<file path="config.mk">
export PLATFORM = sky130hd
export DESIGN_NAME = stc0_ingress_arb
export DESIGN_NICKNAME = d
export VERILOG_FILES = /design/src/rtl/stc0_ingress_arb.sv
export SDC_FILE = /design/constraint.sdc
export NUM_CORES = 1
export LEC_CHECK = 0
export CORE_MARGIN = 3
export CORE_UTILIZATION = 53
export CTS_CLUSTER_DIAMETER = 30
export DETAILED_ROUTE_END_ITERATION = 10
export GPL_TIMING_DRIVEN = 0
export PLACE_DENSITY_LB_ADDON = 0.25
export SETUP_SLACK_MARGIN = 0.15
export SYNTH_ARGS = -nofsm -noshare
export SYNTH_HDL_FRONTEND = slang
export SYNTH_SLANG_ARGS = --single-unit
</file>
<file path="constraint.sdc">
create_clock -name Clk -period 3.8 [get_ports Clk]
set_input_delay 0.76 -clock Clk [delete_from_list [all_inputs] [get_ports Clk]]
set_output_delay 0.76 -clock Clk [all_outputs]
set_load 0.02 [all_outputs]
</file>
<file path="src/rtl/stc0_ingress_arb.sv">
// Frame-level round-robin arbiter for the stc0_core ingress byte port.
// It holds a grant for a whole frame, enforces an idle gap between frames, and aborts stalled frames.
module stc0_ingress_arb #(
    parameter int GAP     = 2,
    parameter int TIMEOUT = 255
) (
    input  logic       Clk,
    input  logic       ARst_n,
    input  logic       Enable,
    input  logic       ErrClr,
    input  logic [7:0] R0Data,
    input  logic       R0Valid,
    output logic       R0Ready,
    input  logic [7:0] R1Data,
    input  logic       R1Valid,
    output logic       R1Ready,
    output logic [7:0] ID,
    output logic       IValid,
    output logic [1:0] Grant,
    output logic       Busy,
    output logic       Abort,
    output logic       TimeoutErr
);

    localparam int SW = $clog2(TIMEOUT + 1);
    localparam int GW = $clog2(GAP + 1);

    localparam logic [1:0] ST_IDLE = 2'd0;
    localparam logic [1:0] ST_XFER = 2'd1;
    localparam logic [1:0] ST_GAP  = 2'd2;

    logic [1:0]    state_q, state_d;
    logic [1:0]    grant_q, grant_d;
    logic          lastGnt_q, lastGnt_d;
    logic          hdrSeen_q, hdrSeen_d;
    logic [3:0]    remain_q, remain_d;
    logic [SW-1:0] stall_q, stall_d;
    logic [GW-1:0] gap_q, gap_d;
    logic [7:0]    id_q, id_d;
    logic          ivalid_q, ivalid_d;
    logic          abort_q, abort_d;
    logic          err_q, err_d;

    logic          selValid;
    logic [7:0]    selData;
    logic          frameEnd;

    assign selValid = grant_q[1] ? R1Valid : R0Valid;
    assign selData  = grant_q[1] ? R1Data  : R0Data;

    always_comb begin
        state_d   = state_q;
        grant_d   = grant_q;
        lastGnt_d = lastGnt_q;
        hdrSeen_d = hdrSeen_q;
        remain_d  = remain_q;
        stall_d   = stall_q;
        gap_d     = gap_q;
        id_d      = id_q;
        ivalid_d  = 1'b0;
        abort_d   = 1'b0;
        frameEnd  = 1'b0;

        case (state_q)
            ST_IDLE: begin
                // On a tie the requester that did not own the previous frame wins.
                if (Enable && (R0Valid || R1Valid)) begin
                    if (R0Valid && R1Valid) begin
                        grant_d = lastGnt_q ? 2'b01 : 2'b10;
                    end else begin
                        grant_d = R0Valid ? 2'b01 : 2'b10;
                    end
                    state_d   = ST_XFER;
                    hdrSeen_d = 1'b0;
                    stall_d   = '0;
                end
            end
            ST_XFER: begin
                if (selValid) begin
                    id_d     = selData;
                    ivalid_d = 1'b1;
                    stall_d  = '0;
                    if (!hdrSeen_q) begin
                        hdrSeen_d = 1'b1;
                        remain_d  = selData[3:0];
                        frameEnd  = (selData[3:0] == 4'd0);
                    end else begin
                        remain_d = remain_q - 4'd1;
                        frameEnd = (remain_q == 4'd1);
                    end
                end else if (stall_q == SW'(TIMEOUT - 1)) begin
                    abort_d  = 1'b1;
                    frameEnd = 1'b1;
                end else begin
                    stall_d = stall_q + SW'(1);
                end
                if (frameEnd) begin
                    state_d   = ST_GAP;
                    grant_d   = 2'b00;
                    lastGnt_d = grant_q[1];
                    gap_d     = '0;
                end
            end
            ST_GAP: begin
                if (gap_q == GW'(GAP - 1)) begin
                    state_d = ST_IDLE;
                end else begin
                    gap_d = gap_q + GW'(1);
                end
            end
            default: state_d = ST_IDLE;
        endcase

        // An abort in the same cycle as ErrClr leaves the flag set.
        if (abort_d) begin
            err_d = 1'b1;
        end else if (ErrClr) begin
            err_d = 1'b0;
        end else begin
            err_d = err_q;
        end
    end

    always_ff @(posedge Clk or negedge ARst_n) begin
        if (!ARst_n) begin
            state_q   <= ST_IDLE;
            grant_q   <= 2'b00;
            lastGnt_q <= 1'b1;
            hdrSeen_q <= 1'b0;
            remain_q  <= 4'd0;
            stall_q   <= '0;
            gap_q     <= '0;
            id_q      <= 8'd0;
            ivalid_q  <= 1'b0;
            abort_q   <= 1'b0;
            err_q     <= 1'b0;
        end else begin
            state_q   <= state_d;
            grant_q   <= grant_d;
            lastGnt_q <= lastGnt_d;
            hdrSeen_q <= hdrSeen_d;
            remain_q  <= remain_d;
            stall_q   <= stall_d;
            gap_q     <= gap_d;
            id_q      <= id_d;
            ivalid_q  <= ivalid_d;
            abort_q   <= abort_d;
            err_q     <= err_d;
        end
    end

    assign R0Ready    = (state_q == ST_XFER) && grant_q[0];
    assign R1Ready    = (state_q == ST_XFER) && grant_q[1];
    assign ID         = id_q;
    assign IValid     = ivalid_q;
    assign Grant      = grant_q;
    assign Busy       = (state_q != ST_IDLE);
    assign Abort      = abort_q;
    assign TimeoutErr = err_q;

endmodule

</file>
-- Word level (Yosys, flattened, before mapping)
Index checks and enable logic that the tools add are counted.
- output and inout port bits: 16
- flip-flop bits (word level): 31
- add/subtract/negate cells: 3
- reductions and logical operators: 18
- mux-type cells: 32
- equal/unequal tests: 11
- operators by type and width (cell ; count):
    2-to-1 mux 8 bit ; 4
    2-to-1 mux 2 bit ; 9
    case mux 8 bit (2 select lines) ; 1
    AND reduction 3 bit ; 5
    2-to-1 mux 1 bit ; 13
    inequality test 2 bit (second input constant) ; 5
    adder 8 x 1 -> 8 bit (second input constant) ; 1
    == test 8 bit (second input constant) ; 1
    case mux 2 bit (2 select lines) ; 2
    nonzero test 2 bit ; 4
    case mux 2 bit (3 select lines) ; 1
    == test 2 x 1 -> 1 bit (second input constant) ; 2
    == test 4 x 1 -> 1 bit (second input constant) ; 1
    logical AND 1 bit ; 4
    zero test 4 bit ; 1
    2-to-1 mux 4 bit ; 1
    AND reduction 2 bit ; 2
    subtractor 4 x 1 -> 4 bit (second input constant) ; 1
    inequality test 3 bit (second input constant) ; 1
    adder 2 x 1 -> 2 bit (second input constant) ; 1
    == test 2 bit (second input constant) ; 1
    zero test 2 bit ; 1
    case mux 1 bit (2 select lines) ; 1
    logical OR 1 bit ; 1

-- Depth between registers and ports, before layout
- depth after elaboration: 7
- gate-level depth with buffers: 7
- depth with buffers taken out: 7

-- Worst setup path after synthesis
OpenSTA, ideal clock, no wires.
- path type: input port to flip-flop
- start point: in R1Data[2]
- end point: reg lastGnt_q
- path slack: 1.918 ns
- setup time: 0.082 ns
- data required time: 3.718 ns
- data arrival time: 1.799 ns
- stages on the path: 5
- cell sequence: mux2_2 -> nor2_1 -> and4b_4 -> a21o_4 -> mux2_4
- word-level cells in the longest chain between the ends: 6
- RTL lines (what ; line ; RTL):
    start, declared ; 14 ; input logic [7:0] R1Data,
    2-to-1 mux 8 bit ; 49 ; assign selData = grant_q[1] ? R1Data : R0Data;
    zero test 4 bit ; 86 ; frameEnd = (selData[3:0] == 4'd0);
    2-to-1 mux 1 bit ; 83 ; if (!hdrSeen_q) begin
    2-to-1 mux 1 bit ; 79 ; if (selValid) begin
    2-to-1 mux 1 bit ; 64 ; case (state_q)
    AND reduction 2 bit (no source line) ; - ;
    end signal, assigned ; 140 ; lastGnt_q <= lastGnt_d;
    end, declared ; 34 ; logic lastGnt_q, lastGnt_d;
Every way passes these cells. The select of a mux whose other input is x is not followed.
A chain may end at the register's enable or synchronous reset.

-- Worst setup path in the final report
- start point: reg state_q[1]
- end point: out R1Ready
- word-level cells in the longest chain between the ends: 2
- RTL lines (what ; line ; RTL):
    start, declared ; 32 ; logic [1:0] state_q, state_d;
    start signal, assigned ; 138 ; state_q <= state_d;
    == test 2 x 1 -> 1 bit ; 153 ; assign R1Ready = (state_q == ST_XFER) && grant_q[1];
    logical AND 1 bit ; 153 ;
    end, declared ; 16 ; output logic R1Ready,
Every way passes these cells.

==> metrics.csv <==
stage,metric,value,unit
layout,P&R area growth vs syn,28.4,%
timing,Tmin final,2.67,ns
logic_synthesis,synth top area cells,"dfrtp_1 47%, nand2_1 5.6%, ha_1 3.9%",
worst_setup_path,crit path DAT,1.91,ns
layout,sequential cell area,777,µm²
floorplan,Core Rows,19,
global_routing,vias in the first global route,1311,
layout,layout cells sized above 1,12.1,%
cts,post-CTS setup buffer count,0,
logic_synthesis,top cell type's share of synthesized area,46.8,%
min_path,Hold Path Class,input port to async pin,
layout,fillers,211,
floorplan,Die Height,61.0,µm
worst_setup_path,FF-to-FF End,lastGnt_q,
worst_setup_path,critical path startpoint category,flip-flop,
routing,DRC,0,
logic_synthesis,Seq cells post-synth,31,
logic_synthesis,Post-Syn Area per Cell,9.97,µm²
timing,setup TNS,0,ns
cts,CTS tree,done,
routing,1st-iter DRT viols,47,
floorplan,Starting Density,56.7,%
logic_synthesis,post-synthesis simple-gate area fraction,20.0,%
global_routing,first-pass GRT wire length,5890,µm
place,Post-DP HPWL,2460,µm
cts,clk buf depth,2,
routing,via count,1327,
logic_synthesis,Synthesized Nets,188,
logic_synthesis,Unique masters post-synth,43,
logic_synthesis,xor/xnor cell area share of the yosys netlist,2.18,%
logic_synthesis,largest area contributor in the netlist,dfrtp_1,
timing,WHS,0.435,ns
logic_synthesis,adder-cell share of the synthesized area,3.90,%
routing,total wire length,3390,µm
outcome,status,completed,
logic_synthesis,largest family of logic cells by synthesized area,simple AND/OR/NAND/NOR gates,
logic_synthesis,top_reg_cell synth,dfrtp_1,
floorplan,I/O pin count,38,
logic_synthesis,Yosys warning total,0,
timing,Fmax,0.374,GHz
logic_synthesis,mapped cell area,0.00161,mm²
cts,Clock Latency Late Sink,0.34,ns
floorplan,Die X,61.0,µm
place,Inst Count DP,229,
cts,Root Driver,clkbuf_4,
floorplan,die area,0.00373,mm²
floorplan,core area,0.00283,mm²
cts,"CTS clk-pin slew, worst paths",0.11,ns
worst_setup_path,Worst R2R Path Depth,7,
logic_synthesis,compound-cell area share of the yosys netlist,13.4,%
power_and_ir_drop,VDD IR max,0.510,mV
routing,Post-DRT Antenna Nets,0,
routing,drt wl/cell,14.3,µm
routing,first drt pass iteration count,4,
layout,ANT cells,0,
timing,fin crit share,70.3,%
logic_synthesis,multiplexer share of the synthesized area,7.64,%
global_routing,GRT Total Usage,22.2,%
worst_setup_path,slowest CP cell,clkdlybuf4s50_1,
worst_setup_path,crit-path max FO,7,
worst_setup_path,reg-to-reg critical path startpoint,remain_q[1],
worst_setup_path,Worst setup EP type,output pin,
timing,Slew HR,54.6,%
worst_setup_path,CP Data Required Time,3.04,ns
routing,DR vias/cell,5.60,
timing,worst-margin pin slew,0.681,ns
timing,Worst Skew,0.0154,ns
flow_run,MaxCap Viol Count,0,
global_routing,grt ovf,0,
power_and_ir_drop,leakage,0.949,nW
power_and_ir_drop,pwr/cell area,708,mW/mm²
worst_setup_path,"Critical Path, Cell by Cell",and2b_1 > and2_1 > clkdlybuf4s50_1,
timing,final hold vios,0,
worst_setup_path,crit path kind,flip-flop to output pin,
timing,setup violators final,0,
global_routing,largest net degree at the start of global routing,32,
global_routing,initial antenna violation count,0,
logic_synthesis,synthesized instance count,161,
logic_synthesis,"Seq/Total Area, Yosys",48.4,%
cts,CTS Sinks,31,
layout,final std cells w/o fill,237,
layout,Final nets,232,
place,GPL Wtd Cong,0.874,
logic_synthesis,number of synthesized flops with an enable pin,0,
cts,H-tree Lvls,2,
place,number of port buffers,37,
cts,post_cts resized,0,
cts,Inserted Clock Buffers,5,
timing,RSZ-0062 raised after global routing,false,
logic_synthesis,Async SR Flop Fraction,100,%
cts,CTS Hold Bufs,0,
worst_setup_path,r2r setup slk,1.99,ns
timing,Final Max Slew Viols,0,
worst_setup_path,CP max stage delay,0.61,ns
layout,multi-input gate area in the final layout,756,µm²
==> worst max-delay path, delay by kind of cell, from the launching register on <==
| family | cells | cell delay (ns) |
|---|---|---|
| AND/OR/NAND/NOR | 2 | 0.56 |
| buffers and inverters | 1 | 0.61 |
| flip-flops | 1 | 0.42 |
==> state kept, by name, summed over array words and instances, names as in the netlist <==
register,cells
Grant,2
hdrSeen_q,1
TimeoutErr,1
IValid,1
ID,8
gap_q,2
remain_q,4
lastGnt_q,1
state_q,2
Abort,1
stall_q,8
==> per-stage QoR <==
| step | area (µm²) | util (%) | worst slack [ns] | power [mW] |
|---|---|---|---|---|
| final | 2060 | 72.9 | 1.13 | 1.46 |
| after global routing | 2060 | 72.9 | 1.02 | 1.58 |
| after CTS | 2070 | 73.1 | 1.14 | 1.47 |
| after detailed placement | 2010 | 71.2 | 1.30 | 1.28 |
| after global placement | 2010 | 71.2 | 1.35 | 1.25 |
| after floorplan | 1610 | - | 1.92 | 1.00 |
==> cell usage after synthesis (all sizes together) (2+ instances only) <==
master / count
a21o: 2
a21oi: 3
a31oi: 2
and2: 3
and3: 4
buf: 3
dfrtp: 30
ha: 5
inv: 11
mux2: 4
mux2i: 7
nand2: 25
nand3: 10
nor2: 9
nor3: 2
o21ai: 13
o22ai: 3
o311ai: 2
o31ai: 2
or2: 3
xor2: 4
==> power by group <==
| part | switching [mW] | internal, mW |
|---|---|---|
| logic | 0.400 | 0.335 |
| registers | 0.0884 | 0.449 |
| clock network | 0.118 | 0.0687 |
==> worst max path at each step <==
stage | startpoint | end | slack, ns | cells after the start
3_3_place_gp | R0Valid | stall_q[3] | 1.35 | 6
4_1_cts | state_q[1] | R1Ready | 1.14 | 3
2_1_floorplan | R1Data[2] | lastGnt_q | 1.92 | 5
6_report | state_q[1] | R1Ready | 1.13 | 3
3_5_place_dp | R0Valid | stall_q[5] | 1.30 | 6
5_1_grt | state_q[1] | R1Ready | 1.02 | 3
==> metal layers <==
metal	vias to the layer above	part of all wire [%]	track usage (%)
li1	648	-	-
met1	630	44	29.1
met2	43	47	31.9
met3	6	7.6	10.1
met4	0	1.6	9.60
met5	-	0	0
==> kinds of logic after synthesis <==
kind of cell               after synthesis
AOI/OAI and AO/OA                       33
xor gates and xnor gates                 4
adders and majority gates                5
buffers and inverters                   15
DFF                                     31
muxes                                   11
and+or+nand+nor                         62
==> cell usage in the layout (no fill, tap or decap), types with 5 or more instances in the layout <==
cell and count:
nor2_1 9, ha_1 5, clkdlybuf4s50_1 36, mux2i_1 6
clkbuf_4 5, nand2_1 24, o21ai_0 12, dfrtp_1 30
nand3_1 10, inv_1 10
==> area by class of cell <==
cell class | instances | area share (%)
Clock inverter | 3 | 0.728
Multi-Input combinational cell | 115 | 36.7
Tap cell | 31 | 1.88
Clock buffer | 5 | 1.82
Buffer | 4 | 1.52
Timing Repair Buffer | 37 | 17.7
Inverter | 11 | 2.00
Sequential cell | 31 | 37.7
No activity file was read; power rests on OpenSTA's default activity.
